==> src/rtl/uart_frame_bridge.sv <==
`default_nettype none
// ============================================================================
// Module      : uart_frame_bridge
// Description : Byte-UART to serial-bus bridge.
//               Host->bus : parses CMD, ADDR_HI, ADDR_LO, DATA frames into a
//                           master instruction and replies ACK_CODE/NAK_CODE.
//               Bus->host : forwards slave-written bytes to the host, waits
//                           for ACK_CODE, retries on timeout/bad reply and
//                           drops the byte after MAX_RETRY attempts.
// Option      : UART_FRAME_CHECKSUM_EN - frames carry a 5th byte equal to the
//               XOR of the first four; a mismatch is NAKed and not issued.
// Ports       : clk, reset (async, active-high)
//               m_*            : bus master command outputs, m_tx_done input
//               s_data,
//               s_write_en_in  : slave byte to forward to the host
//               u_*            : UART core handshake (rx bytes in, tx strobe)
//               drop_count,
//               nak_count      : saturating event counters
// Revision    : 1.0 - initial release
// ============================================================================
module uart_frame_bridge #(
    parameter int          SLAVE_LEN     = 2,
    parameter int          ADDR_LEN      = 12,
    parameter int          BURST_LEN     = 12,
    parameter logic [7:0]  ACK_CODE      = 8'hCC,
    parameter logic [7:0]  NAK_CODE      = 8'h33,
    parameter int          MAX_COUNT     = 50000,
    parameter int          MAX_RETRY     = 5,
    parameter int          FRAME_TIMEOUT = 100000
) (
    input  logic                 clk,
    input  logic                 reset,
    input  logic                 m_tx_done,
    output logic [1:0]           m_instruction,
    output logic [SLAVE_LEN-1:0] m_slave_select,
    output logic [ADDR_LEN-1:0]  m_address,
    output logic [7:0]           m_data_out,
    output logic [BURST_LEN-1:0] m_burst_num,
    input  logic [7:0]           s_data,
    input  logic                 s_write_en_in,
    input  logic                 u_tx_done,
    input  logic                 u_receive_sig,
    input  logic [7:0]           u_data_in,
    output logic                 u_send_sig,
    output logic [7:0]           u_data_out,
    output logic [7:0]           drop_count,
    output logic [7:0]           nak_count
);

    localparam int c_gap_w = $clog2(FRAME_TIMEOUT + 1);
    localparam int c_tmr_w = $clog2(MAX_COUNT + 1);
    localparam int c_try_w = $clog2(MAX_RETRY + 1);

    localparam logic [c_gap_w-1:0] c_gap_last = c_gap_w'(FRAME_TIMEOUT - 1);
    localparam logic [c_tmr_w-1:0] c_tmr_last = c_tmr_w'(MAX_COUNT - 1);
    localparam logic [c_try_w-1:0] c_try_max  = c_try_w'(MAX_RETRY);

    typedef enum logic [2:0] {
        P_CMD  = 3'd0,
        P_AH   = 3'd1,
        P_AL   = 3'd2,
        P_DATA = 3'd3,
        P_CK   = 3'd4
    } parse_state_t;

    typedef enum logic [0:0] {
        M_IDLE = 1'b0,
        M_OUT  = 1'b1
    } master_state_t;

    typedef enum logic [2:0] {
        T_IDLE     = 3'd0,
        T_REPLY    = 3'd1,
        T_DATA     = 3'd2,
        T_WAIT_ACK = 3'd3,
        T_HOLD     = 3'd4
    } tx_state_t;

    parse_state_t         r_p_state;
    master_state_t        r_m_state;
    tx_state_t            r_t_state;

    logic [c_gap_w-1:0]   r_gap;
    logic [7:0]           r_cmd;
    logic [7:0]           r_ah;
    logic [7:0]           r_al;
    logic [7:0]           r_data;
    logic                 r_frame_valid;

    logic                 r_pending;
    logic [7:0]           r_pending_code;
    logic [7:0]           r_byte;
    logic [c_try_w-1:0]   r_tries;
    logic [c_tmr_w-1:0]   r_timer;

    logic                 w_rx_byte;
    logic                 w_ck_ok;
    logic                 w_nak;
    logic                 w_issue;
    logic [7:0]           w_new_code;
    logic                 w_reply_valid;
    logic [7:0]           w_reply_code;
    logic                 w_ack_ok;
    logic                 w_ack_fail;
    logic [15:0]          w_addr_full;
    tx_state_t            w_after_tx;

`ifdef UART_FRAME_CHECKSUM_EN
    logic                 r_ck_ok;
    assign w_ck_ok = r_ck_ok;
`else
    assign w_ck_ok = 1'b1;
`endif

    // While waiting for the host's ACK, incoming bytes belong to the TX side.
    assign w_rx_byte = u_receive_sig && (r_t_state != T_WAIT_ACK);

    // ------------------------------------------------------------------
    // Frame parser
    // ------------------------------------------------------------------
    always_ff @(posedge clk or posedge reset) begin
        if (reset) begin
            r_p_state     <= P_CMD;
            r_gap         <= '0;
            r_cmd         <= 8'd0;
            r_ah          <= 8'd0;
            r_al          <= 8'd0;
            r_data        <= 8'd0;
            r_frame_valid <= 1'b0;
`ifdef UART_FRAME_CHECKSUM_EN
            r_ck_ok       <= 1'b0;
`endif
        end else begin
            r_frame_valid <= 1'b0;
            if (w_rx_byte) begin
                r_gap <= '0;
                case (r_p_state)
                    P_CMD: begin
                        r_cmd     <= u_data_in;
                        r_p_state <= P_AH;
                    end
                    P_AH: begin
                        r_ah      <= u_data_in;
                        r_p_state <= P_AL;
                    end
                    P_AL: begin
                        r_al      <= u_data_in;
                        r_p_state <= P_DATA;
                    end
                    P_DATA: begin
                        r_data <= u_data_in;
`ifdef UART_FRAME_CHECKSUM_EN
                        r_p_state <= P_CK;
`else
                        r_p_state     <= P_CMD;
                        r_frame_valid <= 1'b1;
`endif
                    end
                    default: begin
`ifdef UART_FRAME_CHECKSUM_EN
                        r_ck_ok       <= ((r_cmd ^ r_ah ^ r_al ^ r_data) == u_data_in);
                        r_frame_valid <= 1'b1;
`endif
                        r_p_state     <= P_CMD;
                    end
                endcase
            end else if (r_p_state != P_CMD) begin
                // A stalled partial frame is discarded without any reply.
                if (r_gap == c_gap_last) begin
                    r_p_state <= P_CMD;
                    r_gap     <= '0;
                end else begin
                    r_gap <= r_gap + 1'b1;
                end
            end
        end
    end

    // ------------------------------------------------------------------
    // Frame completion decision (valid for one cycle after the last byte)
    // ------------------------------------------------------------------
    assign w_nak       = (r_m_state == M_OUT) || !w_ck_ok;
    assign w_new_code  = w_nak ? NAK_CODE : ACK_CODE;
    assign w_issue     = r_frame_valid && !w_nak && (r_cmd[7:6] != 2'b00);
    assign w_addr_full = {r_ah, r_al};

    // ------------------------------------------------------------------
    // Master FSM and NAK counter
    // ------------------------------------------------------------------
    always_ff @(posedge clk or posedge reset) begin
        if (reset) begin
            r_m_state      <= M_IDLE;
            m_instruction  <= 2'b00;
            m_slave_select <= SLAVE_LEN'(1);
            m_address      <= '0;
            m_data_out     <= 8'd0;
            nak_count      <= 8'd0;
        end else begin
            if (r_frame_valid && w_nak && (nak_count != 8'hFF)) begin
                nak_count <= nak_count + 8'd1;
            end
            case (r_m_state)
                M_IDLE: begin
                    if (w_issue) begin
                        m_instruction  <= r_cmd[7:6];
                        m_slave_select <= r_cmd[SLAVE_LEN-1:0];
                        m_address      <= w_addr_full[ADDR_LEN-1:0];
                        m_data_out     <= r_data;
                        r_m_state      <= M_OUT;
                    end
                end
                default: begin
                    if (m_tx_done) begin
                        m_instruction <= 2'b00;
                        r_m_state     <= M_IDLE;
                    end
                end
            endcase
        end
    end

    assign m_burst_num = '0;

    // ------------------------------------------------------------------
    // TX FSM
    // ------------------------------------------------------------------
    // A reply produced this cycle is usable immediately so an idle
    // transmitter strobes the ACK two cycles after the final byte.
    assign w_reply_valid = r_pending || r_frame_valid;
    assign w_reply_code  = r_frame_valid ? w_new_code : r_pending_code;

    assign w_ack_ok   = u_receive_sig && (u_data_in == ACK_CODE);
    assign w_ack_fail = u_receive_sig ? (u_data_in != ACK_CODE) : (r_timer == c_tmr_last);
    assign w_after_tx = s_write_en_in ? T_HOLD : T_IDLE;

    always_ff @(posedge clk or posedge reset) begin
        if (reset) begin
            r_t_state      <= T_IDLE;
            r_pending      <= 1'b0;
            r_pending_code <= 8'd0;
            r_byte         <= 8'd0;
            r_tries        <= '0;
            r_timer        <= '0;
            u_send_sig     <= 1'b0;
            u_data_out     <= 8'd0;
            drop_count     <= 8'd0;
        end else begin
            u_send_sig <= 1'b0;
            // Only one reply can wait; a newer one replaces an older one.
            if (r_frame_valid && (r_t_state != T_IDLE)) begin
                r_pending      <= 1'b1;
                r_pending_code <= w_new_code;
            end
            case (r_t_state)
                T_IDLE: begin
                    if (w_reply_valid) begin
                        u_data_out <= w_reply_code;
                        u_send_sig <= 1'b1;
                        r_pending  <= 1'b0;
                        r_t_state  <= T_REPLY;
                    end else if (s_write_en_in) begin
                        r_byte     <= s_data;
                        u_data_out <= s_data;
                        u_send_sig <= 1'b1;
                        r_tries    <= '0;
                        r_t_state  <= T_DATA;
                    end
                end
                T_REPLY: begin
                    if (u_tx_done) begin
                        r_t_state <= T_IDLE;
                    end
                end
                T_DATA: begin
                    if (u_tx_done) begin
                        r_tries   <= r_tries + 1'b1;
                        r_timer   <= '0;
                        r_t_state <= T_WAIT_ACK;
                    end
                end
                T_WAIT_ACK: begin
                    if (w_ack_ok) begin
                        r_t_state <= w_after_tx;
                    end else if (w_ack_fail) begin
                        if (r_tries < c_try_max) begin
                            u_data_out <= r_byte;
                            u_send_sig <= 1'b1;
                            r_t_state  <= T_DATA;
                        end else begin
                            if (drop_count != 8'hFF) begin
                                drop_count <= drop_count + 8'd1;
                            end
                            r_t_state <= w_after_tx;
                        end
                    end else begin
                        r_timer <= r_timer + 1'b1;
                    end
                end
                T_HOLD: begin
                    if (!s_write_en_in) begin
                        r_t_state <= T_IDLE;
                    end
                end
                default: begin
                    r_t_state <= T_IDLE;
                end
            endcase
        end
    end

endmodule
`default_nettype wire

==> config.mk <==
export PLATFORM = sky130hd
export DESIGN_NAME = uart_frame_bridge
export DESIGN_NICKNAME = d
export VERILOG_FILES = /design/src/rtl/uart_frame_bridge.sv
export SDC_FILE = /design/constraint.sdc
export NUM_CORES = 1
export LEC_CHECK = 0
export ABC_AREA = 1
export BUFFER_PORTS_ARGS = -buffer_cell sky130_fd_sc_hd__buf_2
export CAP_MARGIN = 30
export CORE_MARGIN = 2
export CORE_UTILIZATION = 58
export DETAILED_ROUTE_END_ITERATION = 8
export GPL_ROUTABILITY_DRIVEN = 0
export PLACE_DENSITY = 0.82
export SLEW_MARGIN = 10
export SYNTH_ARGS = -nofsm -noshare
export SYNTH_HDL_FRONTEND = slang
export SYNTH_SLANG_ARGS = --single-unit
==> constraint.sdc <==
create_clock -name clk -period 10.7 [get_ports clk]
set_input_delay 1.07 -clock clk [delete_from_list [all_inputs] [get_ports clk]]
set_output_delay 1.07 -clock clk [all_outputs]
set_load 0.02 [all_outputs]
---- After elaboration in Yosys (flattened, before gate mapping) ----
Index checks and enable logic that the tools add are counted.
W data, S select, Z words.
word-level totals
  flip-flop bits (word level) ............. 138
  input port bits ......................... 22
  output and inout port bits .............. 61
  logic and storage cells ................. 142
operators by class
  add/subtract/negate cells ............... 5
  order comparisons ....................... 1
  equal/unequal tests ..................... 26
  muxes and demuxes ....................... 51
  bitwise gates (word level) .............. 4
  reductions and logical operators ........ 33
operators by type and width
  cell                     count
  $mux W8                  7
  $mux W17                 3
  $mux W16                 3
  $mux W3                  15
  $pmux W16 S2             1
  $ne A8 B8 Y1 const B     3
  $ne A2 B2 Y1 const B     10
  $add A17 B1 Y17 const B  1
  $eq A17 B17 Y1 const B   1
  $add A16 B1 Y16 const B  1
  $add A8 B1 Y8 const B    2
  $eq A16 B16 Y1 const B   1
  $pmux W8 S2              1
  $pmux W3 S5              1
  $reduce_and A5 Y1        3
  $mux W1                  14
  $reduce_and A2 Y1        7
  $reduce_bool A2 Y1       7
  $eq A3 B2 Y1 const B     4
  $eq A8 B8 Y1 const B     1
  $reduce_and A4 Y1        2
  $logic_and A1 B1 Y1      7
  $eq A3 B1 Y1 const B     2
  $logic_not A3 Y1         2
  other kinds (14)         21

---- Depth between registers and ports, before layout ----
Gate-level depths: netlist of the first run.
  word-level depth ........................ 5
  mapped depth ............................ 11
  gate-level depth less buffers ........... 10

---- Worst setup path after synthesis of the first run ----
OpenSTA, ideal clock, no wires.
  path kind ............................... input-to-reg
  start ................................... input u_data_in[4]
  end ..................................... register r_timer[7]
  setup time .............................. 117 ps
  arrival time ............................ 1926 ps
  required time ........................... 10583 ps
  path slack .............................. 8657 ps
  stages .................................. 11
  path buffers ............................ 1
  cells stage by stage .................... inv_1 -> nand2_1 -> nor2_1 -> nand3_1 -> nand2_1 -> inv_2 -> nand2_4 -> nand2_4 -> buf_6 -> nand2_1 -> nand2_1
on the way
  word-level cells in the longest chain between the ends .. 4
  elaborated cells on any way between the ends .. 7
  classes of those cells .................. eq/ne: 4; mux: 1; reduce/logical: 2
ends and longest elaborated chain
  item                                            RTL line  source
  from (decl)                                     43        input logic [7:0] u_data_in,
  $ne A8 B8 Y1 or $eq A8 B8 Y1 (tied branches)    233, 232
  $mux W1 or $logic_and A1 B1 Y1 (tied branches)  233, 232
  $ne A2 B2 Y1 (no line)                          -
  $reduce_and A4 Y1 (no line) *                   -
  to (signal assigned)                            296       r_timer <= r_timer + 1'b1;
  to (decl)                                       94        logic [c_tmr_w-1:0] r_timer;
Mark *: on every way between the ends. The rest lies on a longest branch, timed or not.
A chain may end at the register's enable or synchronous reset.

---- Worst setup path after layout of the first run ----
  start ................................... register r_t_state[2]
  end ..................................... register r_gap[6]
on the way
  word-level cells in the longest chain between the ends .. 3
  elaborated cells on any way between the ends .. 4
  classes of those cells .................. eq/ne: 1; mux: 1; reduce/logical: 2
ends and longest elaborated chain
  item                                            RTL line  source
  from (decl)                                     81        tx_state_t r_t_state;
  from (signal assigned)                          283       r_t_state <= w_after_tx;
  from (signal assigned)                          293       r_t_state <= w_after_tx;
  $ne A3 B2 Y1 *                                  116       assign w_rx_byte = u_receive_sig && (r_t_state != T_WAIT_ACK);
  $logic_and A1 B1 Y1 *                           116
  $mux W17 or $reduce_bool A2 Y1 (tied branches)  -
  to (signal assigned)                            173       r_gap <= r_gap + 1'b1;
  to (decl)                                       83        logic [c_gap_w-1:0] r_gap;
Marks and branches as above.

==> metrics.txt, run 1 <==
status=finished clean; Post-CTS Hold Buffers=0; Setup crit end kind=register; clock transition at the registers of the reported paths=0.06 ns; Worst Clk Skew=0.006008 ns; CTS tree=done; total number of yosys warnings=0; routed wl met3=596 um; Layout area overhead=16.44%; RSZ-0062 raised after global routing=false; R2R depth=7; layout cells sized above 1=0.1806; All-Layer GR Usage=0.2464; vias in the first global route=4,989; final setup TNS=0 ns; Hold/Removal Path Class=register to register; top sig layer=met4; CTS sink cnt=127; # placed instances=971; largest net degree at the start of global routing=81; drt pass-1 iters=5; Rows=38; # IOs=83; Setup crit end=r_gap[6]$_DFFE_PP0P_; core area=10,840 um^2; Max FO, Critical Path=33; Root Buffer=clkbuf_8; Synth cell types=34; Vias=5,233; cells after synthesis=772; Avg Vias per Cell=approximately 5.2; worst flop-to-flop path startpoint=r_t_state[2]$_DFFE_PP0P_; Finished Layout Cells=1,004; Mean Syn Cell Area=8.332 um^2; Worst path slowest cell=nand3_2; Max Freq=approximately 0.42 GHz; max_cap viols=0; critical path type=register to register; HPWL after DPL=9.152 mm; sequential fraction of the synthesis area=0.4943; Routed Antenna Nets=0; filler instances=869; cts bufs inserted=17; most frequent cells in the layout=nand2_1, dfrtp_1, nor2_1; CP Cell Sequence=inv_1, nand3_2, nand2_2, nand2_1, nand2_1, inv_1, nor2_1; wl on met1=6.160 mm; Starting Density=0.5934; Placed Instance Area=6855 um^2; CTS H-tree lvls=4; R2R setup slack=8.30 ns; area leader, netlist=dfrtp_1; DRC=0; Antenna diodes=0; pwr dens=249.9 nW/um^2; final period utilization=0.2247; Final setup viols=0; VDD IR max=112.9 uV; mean routed wirelength per cell=13.56 um; WHS=0.4810 ns; Slew @ Worst Pin=0.8893 ns; met2 WL post-DR=6.632 mm; Yosys top cell area share=0.4902; Die X=109.3 um; hold path start=u_data_out[7]$_DFFE_PP0P_; die height=around 110 um; final instance area=around 7500 um^2; final net count=882; initial antenna violation count=0; Post-CTS Setup Inserts=0; Initial DRC Count=398; Worst EP arrival=approximately 2.9 ns; Syn Std Cell Area=~6400 um^2; quantity of gates resized following cts=0; CTS max path bufs=2; GRT overflow=0; synthesized flop and latch total=127; clock latency on the worst-skew pair=between 0.5 and 0.6 ns; Slew Viols, Final=0; Die ar.=11,950 um^2; first-pass GRT wire length=22.87 mm; main area contributors after synthesis=dfrtp_1, nand2_1, mux2_2; Tmin final=between 2 and 2.5 ns; reg2reg end=r_gap[6]$_DFFE_PP0P_; Pleak=3.800 nW; most common cell after layout, fill and taps aside=nand2_1; Fin. Hold Viols=0; Rel. slew slack=0.4049; crit-path max cell delay=0.57 ns; crit path from=r_t_state[2]$_DFFE_PP0P_; Total Wirelength=13.61 mm; startpoint types=register; WP data required=between 10 and 15 ns; port bufs=70
[critical path: cells and delay by family (launching register included)]
kind	cells	cell delay, ns
buffers and inverters	2	0.30
DFF	1	0.38
and+or+nand+nor	5	1.64
[state kept, by name (all words and copies together), names as in the netlist, 3 cells and up]
register    flops
r_tries         3
r_t_state       3
r_gap          17
m_data_out      8
u_data_out      8
r_byte          8
drop_count      8
r_cmd           4
r_al            8
nak_count       8
r_timer        16
m_address      12
r_ah            4
r_data          8
[worst min-delay path by stage]
stage | endpoint | cells after the start
3_3_place_gp | u_data_out[2]$_DFFE_PP0P_ | 2
4_1_cts | u_data_out[2]$_DFFE_PP0P_ | 2
2_1_floorplan | r_ah[0]$_DFFE_PP0P_ | 2
6_report | u_data_out[7]$_DFFE_PP0P_ | 2
3_5_place_dp | u_data_out[2]$_DFFE_PP0P_ | 2
5_1_grt | u_data_out[2]$_DFFE_PP0P_ | 2
[cell type report]
cell class | instances | area, um^2 | area share
timing repair buffer | 73 | 392.9 | 0.05246
multi-input combinational | 562 | 2870 | 0.3832
sequential | 127 | 3179 | 0.4245
inverter | 70 | 265.3 | 0.03542
clock inverter | 10 | 163.9 | 0.02188
clock buffer | 22 | 442.9 | 0.05914
tap | 140 | 175.2 | 0.02339
[synth_stat cells, drive strengths merged]
cell type,instances
a31oi,9
and2,2
nand2,252
inv,70
o22ai,1
o211a,1
nand3,45
buf,21
clkbuf,3
nand4,10
dfstp,1
dfrtp,126
xor2,19
o21bai,6
conb,1
nor2,90
o21ai,48
mux2,30
xnor2,8
ha,9
a21oi,4
nor3,13
nand3b,3
[power breakdown]
group | switching, W | internal, W
clock network | 0.000207 | 0.000385
registers | 0.0000915 | 0.000622
logic | 0.000369 | 0.000197
[stage by stage]
step	power (W)	setup WS [ns]	utilization
floorplan	0.001123	6.247	-
global placement	0.001251	8.061	0.6324
detailed placement	0.001274	8.038	0.6324
CTS	0.001882	8.303	0.6884
global route	0.001990	8.042	0.6909
finish	0.001872	8.295	0.6909
[logic make-up after synthesis]
family                     share of synthesized area
and+or+nand+nor                               0.2684
other                                      0.0005830
DFF                                           0.4943
buffers and inverters                        0.06594
AOI/OAI and AO/OA                            0.06400
muxes                                        0.05252
xor gates and xnor gates                     0.03676
adders and majority gates                    0.01751
[per-layer routing]
layer,GRT usage,vias to the layer above
li1,-,2607
met1,0.3253,2482
met2,0.3953,123
met3,0.06758,21
met4,0.08499,0
met5,0,-
(Power assumes the default switching activity.)
==> run 2: changes to the inputs <==
- clock period: 10.7 -> 2.27 ns (I/O delays scaled with it)
==> run 2 against run 1 <==
Compared with the run above:
- critical path depth stayed put
- register-to-register slack worse by 7.9 ns
- highest routed layer unchanged
- wire length grew 0.99%
==> metrics.txt, run 2 (synthesized netlist as in run 1, its figures left out) <==
RSZ-0062 raised after global routing=false; Avg Vias per Cell=5.197 (-0.29%); Finished Layout Cells=1,019 (+1.5%); most common cell after layout, fill and taps aside=nand2_1; Starting Density=0.5934 (unchanged); Routed Antenna Nets=0 (unchanged); filler instances=865 (-0.46%); cts bufs inserted=17 (unchanged); R2R setup slack=0.40 ns (-7.90 ns); Pleak=3.870 nW (+1.8%); first-pass GRT wire length=23.40 mm (+2.3%); mean routed wirelength per cell=13.49 um (-0.50%); layout cells sized above 1=0.1854 (+0.004882); port bufs=70 (unchanged); Max FO, Critical Path=12 (-64%); Tmin final=1.870 ns (-0.5345 ns); startpoint types=register; Die ar.=11,950 um^2 (unchanged); core area=10,840 um^2 (unchanged); vias in the first global route=4,998 (+0.18%); # IOs=83 (unchanged); CTS max path bufs=2 (unchanged); most frequent cells in the layout=nand2_1, dfrtp_1, nor2_1; Largest regs=r_gap (17), r_timer (16), m_address (12); Post-CTS Setup Inserts=0 (unchanged); Hold/Removal Path Class=primary input to register; pwr dens=1144 nW/um^2 (+360%); CTS sink cnt=127 (unchanged); DRC=0 (unchanged); Die X=109.3 um (unchanged); final period utilization=0.8239 (+0.5991); drt pass-1 iters=5 (unchanged); Slew @ Worst Pin=0.7514 ns (-0.1379 ns); Setup crit end kind=register; final instance area=7619 um^2 (+1.7%); max_cap viols=0 (unchanged); Rel. slew slack=0.4987 (+0.09379); Fin. Hold Viols=0 (unchanged); Post-CTS Hold Buffers=12 (+12); Reg with most FFs=r_gap; Root Buffer=clkbuf_8; GRT overflow=0 (unchanged); Worst EP arrival=2.31 ns (-0.55 ns); Max Freq=0.5347 GHz (+29%); WP data required=2.71 ns (-8.44 ns); die height=109.3 um (unchanged); Slew Viols, Final=0 (unchanged); max reg flops=17 (unchanged); CTS H-tree lvls=4 (unchanged); # placed instances=975 (+0.41%); Placed Instance Area=6915 um^2 (+0.88%); Initial DRC Count=352 (-12%); Vias=5,296 (+1.2%); Total Wirelength=13.75 mm (+0.99%); CTS tree=done; Antenna diodes=0 (unchanged); final net count=897 (+1.7%); largest net degree at the start of global routing=69 (-15%); All-Layer GR Usage=0.2523 (+0.005831); Worst Clk Skew=0.009293 ns (+0.003285 ns); clock transition at the registers of the reported paths=0.07 ns (about the same); Power Total=0.008716 W (+370%); status=finished clean; Layout area overhead=18.44%; initial antenna violation count=0 (unchanged); VDD IR max=548.1 uV (+390%); final setup TNS=0 ns (unchanged); Rows=38 (unchanged); clock latency on the worst-skew pair=0.52 ns (about the same); quantity of gates resized following cts=0 (unchanged); HPWL after DPL=9.307 mm (+1.7%); critical path type=register to register; Final setup viols=0 (unchanged)
==> run 2: worst paths after layout <==
kind                                           startpoint                             to  depth (start not counted)
worst min register to register  u_data_out[3]$_DFFE_PP0P_      u_data_out[3]$_DFFE_PP0P_                          2
worst max register to register     r_timer[0]$_DFFE_PP0P_       r_t_state[2]$_DFFE_PP0P_                          7
max in group asynchronous                           reset  m_slave_select[0]$_DFFE_PP1P_                          4
worst max-delay path               r_timer[0]$_DFFE_PP0P_       r_t_state[2]$_DFFE_PP0P_                          7
worst min-delay path                         u_data_in[4]            r_al[4]$_DFFE_PP0P_                          3
min in group asynchronous                           reset          r_gap[11]$_DFFE_PP0P_                          3
==> run 2: metal layers <==
| layer | vias up | wire length, um | track usage |
|---|---|---|---|
| met5 | - | 0 | 0 |
| met3 | 21 | 469 | 0.04031 |
| met1 | 2538 | 6349 | 0.3397 |
| met2 | 98 | 6696 | 0.4130 |
| met4 | 0 | 233 | 0.09946 |
| li1 | 2639 | - | - |
==> run 2: critical path, stage by stage, from the launching register on <==
cell,delay (ns)
dfrtp_1,0.43
ha_1,0.26
nand3_2,0.15
nor2_1,0.13
nand2_1,0.09
nand3_1,0.39
nand2_1,0.16
o21ai_0,0.18
==> run 2: final cells by class <==
class	instances	area, um^2	area share
sequential	127	3179	0.4173
multi-input combinational	562	2870	0.3767
timing repair buffer	88	544.3	0.07144
clock buffer	17	414.1	0.05436
inverter	70	266.5	0.03498
tap	140	175.2	0.02299
clock inverter	15	168.9	0.02217
==> run 2: power by group <==
group	total, W	switching [W]	internal (W)
clock network	0.00266	0.00114	0.00151
registers	0.00335	0.000416	0.00293
logic	0.00271	0.00174	0.000971
==> run 2: stage by stage <==
step	setup slack, ns	hold slack, ns	util
after CTS	0.4065	0.01220	0.7028
after global placement	0.4130	0.2584	0.6369
after floorplan	0.4766	0.3234	-
after global routing	0.1656	0.03705	0.7028
final	0.3998	0.02553	0.7028
after detailed placement	0.4238	0.2656	0.6379
==> run 3: changes to the inputs <==
- CORE_UTILIZATION: 58 -> 52
- PLACE_DENSITY: 0.82 -> 0.78
- clock period: 2.27 -> 1.6 ns (I/O delays scaled with it)
==> run 3 against run 2 <==
Compared with the run above:
- wire length is 5.0% higher
- clock power is 52% higher
- combinational power is 65% higher
- clock skew is 0.0025 ns lower
- cell count is 7.3% higher
- sequential share of layout area is 2.7 points lower
- setup slack worse by 0.37 ns
- global-route usage is 1.6 points lower
- core utilization is 2.8 points lower
==> metrics.txt, run 3 (synthesized netlist as in run 1, its figures left out) <==
drt pass-1 iters=5 (unchanged); Die X=115.2 um (+5.4%); pwr dens=1623 nW/um^2 (+42%); Routed Antenna Nets=0 (unchanged); Min-Delay Endpoint=r_byte[6]$_DFFE_PP0P_; Pleak=4.113 nW (+6.3%); largest net degree at the start of global routing=47 (-32%); Starting Density=0.5333 (-0.06008); WP data required=1.90 ns (-0.81 ns); critical path type=register to register; Slew Viols, Final=0 (unchanged); reg2reg end=r_p_state[0]$_DFFE_PP0P_; RSZ-0062 raised after global routing=true; P_int=0.008435 W (+56%); hold path depth=2 (-1); final period utilization=0.9816 (+0.1577); Tmin final=1.571 ns (-0.2997 ns); CTS max path bufs=2 (unchanged); vias in the first global route=5,294 (+5.9%); R2R depth=10 (+3); Worst EP arrival=1.87 ns (-0.44 ns); max_cap viols=0 (unchanged); Initial DRC Count=360 (+2.3%); Gate power share=0.338 (+0.027); startpoint types=register; die height=115.2 um (+5.4%); Fin. Hold Viols=0 (unchanged); worst flop-to-flop path startpoint=r_gap[1]$_DFFE_PP0P_; R2R setup slack=0.03 ns (-0.37 ns); DRC=0 (unchanged); Sw Pwr=0.004783 W (+45%); most frequent cells in the layout=nand2_1, dfrtp_1, nor2_1; final setup TNS=0 ns (unchanged); Layout Utilization=0.6751 (-0.02769); CP Cell Sequence=ha_2, nand2_2, nor2_2, nand2_1, nand3b_1, nand2_1, nand2_2, buf_6, nand2_2, nand2_2; initial antenna violation count=0 (unchanged); Worst path slowest cell=dfrtp_1; Max Freq=0.6367 GHz (+19%); Final setup viols=0 (unchanged); Vias=5,525 (+4.3%); CTS H-tree lvls=4 (unchanged); VDD IR max=664.7 uV (+21%); layout cells sized above 1=0.2562 (+0.07078); Avg Vias per Cell=5.055 (-2.7%); Setup crit end kind=register; clock share of power=0.305 (about the same); cts bufs inserted=17 (unchanged); max reg flops=17 (unchanged); Flop pwr share=0.357 (-0.027); hold path start=s_data[6]; clock transition at the registers of the reported paths=0.06 ns (about the same); Worst Clk Skew=0.006838 ns (-0.002456 ns); core area=12,060 um^2 (+11%); Max FO, Critical Path=3 (-9); Rows=40 (+5.3%); GRT overflow=0 (unchanged); Root Buffer=clkbuf_16; port bufs=70 (unchanged); most common cell after layout, fill and taps aside=nand2_1; Hold/Removal Path Class=primary input to register; mean routed wirelength per cell=13.21 um (-2.1%); Die ar.=13,280 um^2 (+11%); Antenna diodes=0 (unchanged); final net count=943 (+5.1%); most frequent CP cell=nand2_2; Sw Share=0.3619 (-0.01678); first-pass GRT wire length=24.67 mm (+5.5%); clock latency on the worst-skew pair=0.42 ns (-0.10 ns); CTS tree=done; Reg with most FFs=r_gap; Largest regs=r_gap (17), r_timer (16), m_address (12); Total Wirelength=14.44 mm (+5.0%); # IOs=83 (unchanged); crit-path max cell delay=0.38 ns (-0.05 ns); All-Layer GR Usage=0.2368 (-0.01551); status=finished clean; Layout area overhead=26.59%; CTS sink cnt=127 (unchanged); HPWL after DPL=9.888 mm (+6.2%)
-- run 3: worst max-delay path, delay by kind of cell, from the launching register on --
kind / cells / cell delay, ns
and+or+nand+nor: 8 / 0.77
buffers and inverters: 1 / 0.12
DFF: 1 / 0.38
adders and majority gates: 1 / 0.20
-- run 3: worst max path at each step --
stage / cells after the start / start / slack (ns) / end
after floorplan: 1 / reset / -0.13 / drop_count[0]$_DFFE_PP0P_
after global placement: 9 / r_t_state[0]$_DFFE_PP0P_ / 0.04 / u_data_out[6]$_DFFE_PP0P_
after detailed placement: 8 / r_t_state[0]$_DFFE_PP0P_ / 0.03 / r_timer[15]$_DFFE_PP0P_
after CTS: 9 / r_t_state[2]$_DFFE_PP0P_ / 0.03 / r_timer[15]$_DFFE_PP0P_
after global routing: 10 / r_gap[1]$_DFFE_PP0P_ / -0.05 / r_p_state[0]$_DFFE_PP0P_
final: 10 / r_gap[1]$_DFFE_PP0P_ / 0.03 / r_p_state[0]$_DFFE_PP0P_
-- run 3: final cells by class --
cell class,count,area [um^2]
clock inverters,14,178.9
inverters,70,269.0
fillers,956,3919
clock buffers,18,439.2
repair buffers,134,898.4
flip-flops and latches,127,3179
multi-input cells,562,2968
well taps,168,210.2
-- run 3: per-layer routing --
metal	up-vias	GRT usage	share of wire
met5	-	0	0
met4	0	0.08434	0.018
met1	2639	0.3071	0.45
met3	23	0.05851	0.040
li1	2738	-	-
met2	125	0.3890	0.49
-- run 3: power groups by stage --
stage          sequential, W  clock, W  combinational, W
6_report             0.00472   0.00403           0.00447
5_1_grt              0.00480   0.00424           0.00500
4_1_cts              0.00469   0.00408           0.00423
3_5_place_dp         0.00474         0           0.00411
3_3_place_gp         0.00471         0           0.00402
2_1_floorplan        0.00511         0           0.00240
-- run 3: what timing repair did --
action,CTS,global route
gates resized for setup,0,35
hold endpoints to repair,134,0
setup endpoints to repair,6,67
hold buffers,9,0
pin swaps,1,8
buffers inserted,1,8
-- run 3: through the flow --
step                setup slack (ns)  instances  hold slack [ns]  total power [W]  instance area, um^2
CTS                          0.03426       1085          0.01081          0.01300                 7975
global route                -0.05046       1093          0.01394          0.01404                 8143
global placement             0.03553       1043           0.1110         0.008726                 7259
floorplan                    -0.1264        783           0.2564         0.007512                 6477
finish                       0.02945       1093          0.02455          0.01322                 8143
detailed placement           0.03098       1043           0.1116         0.008853                 7259
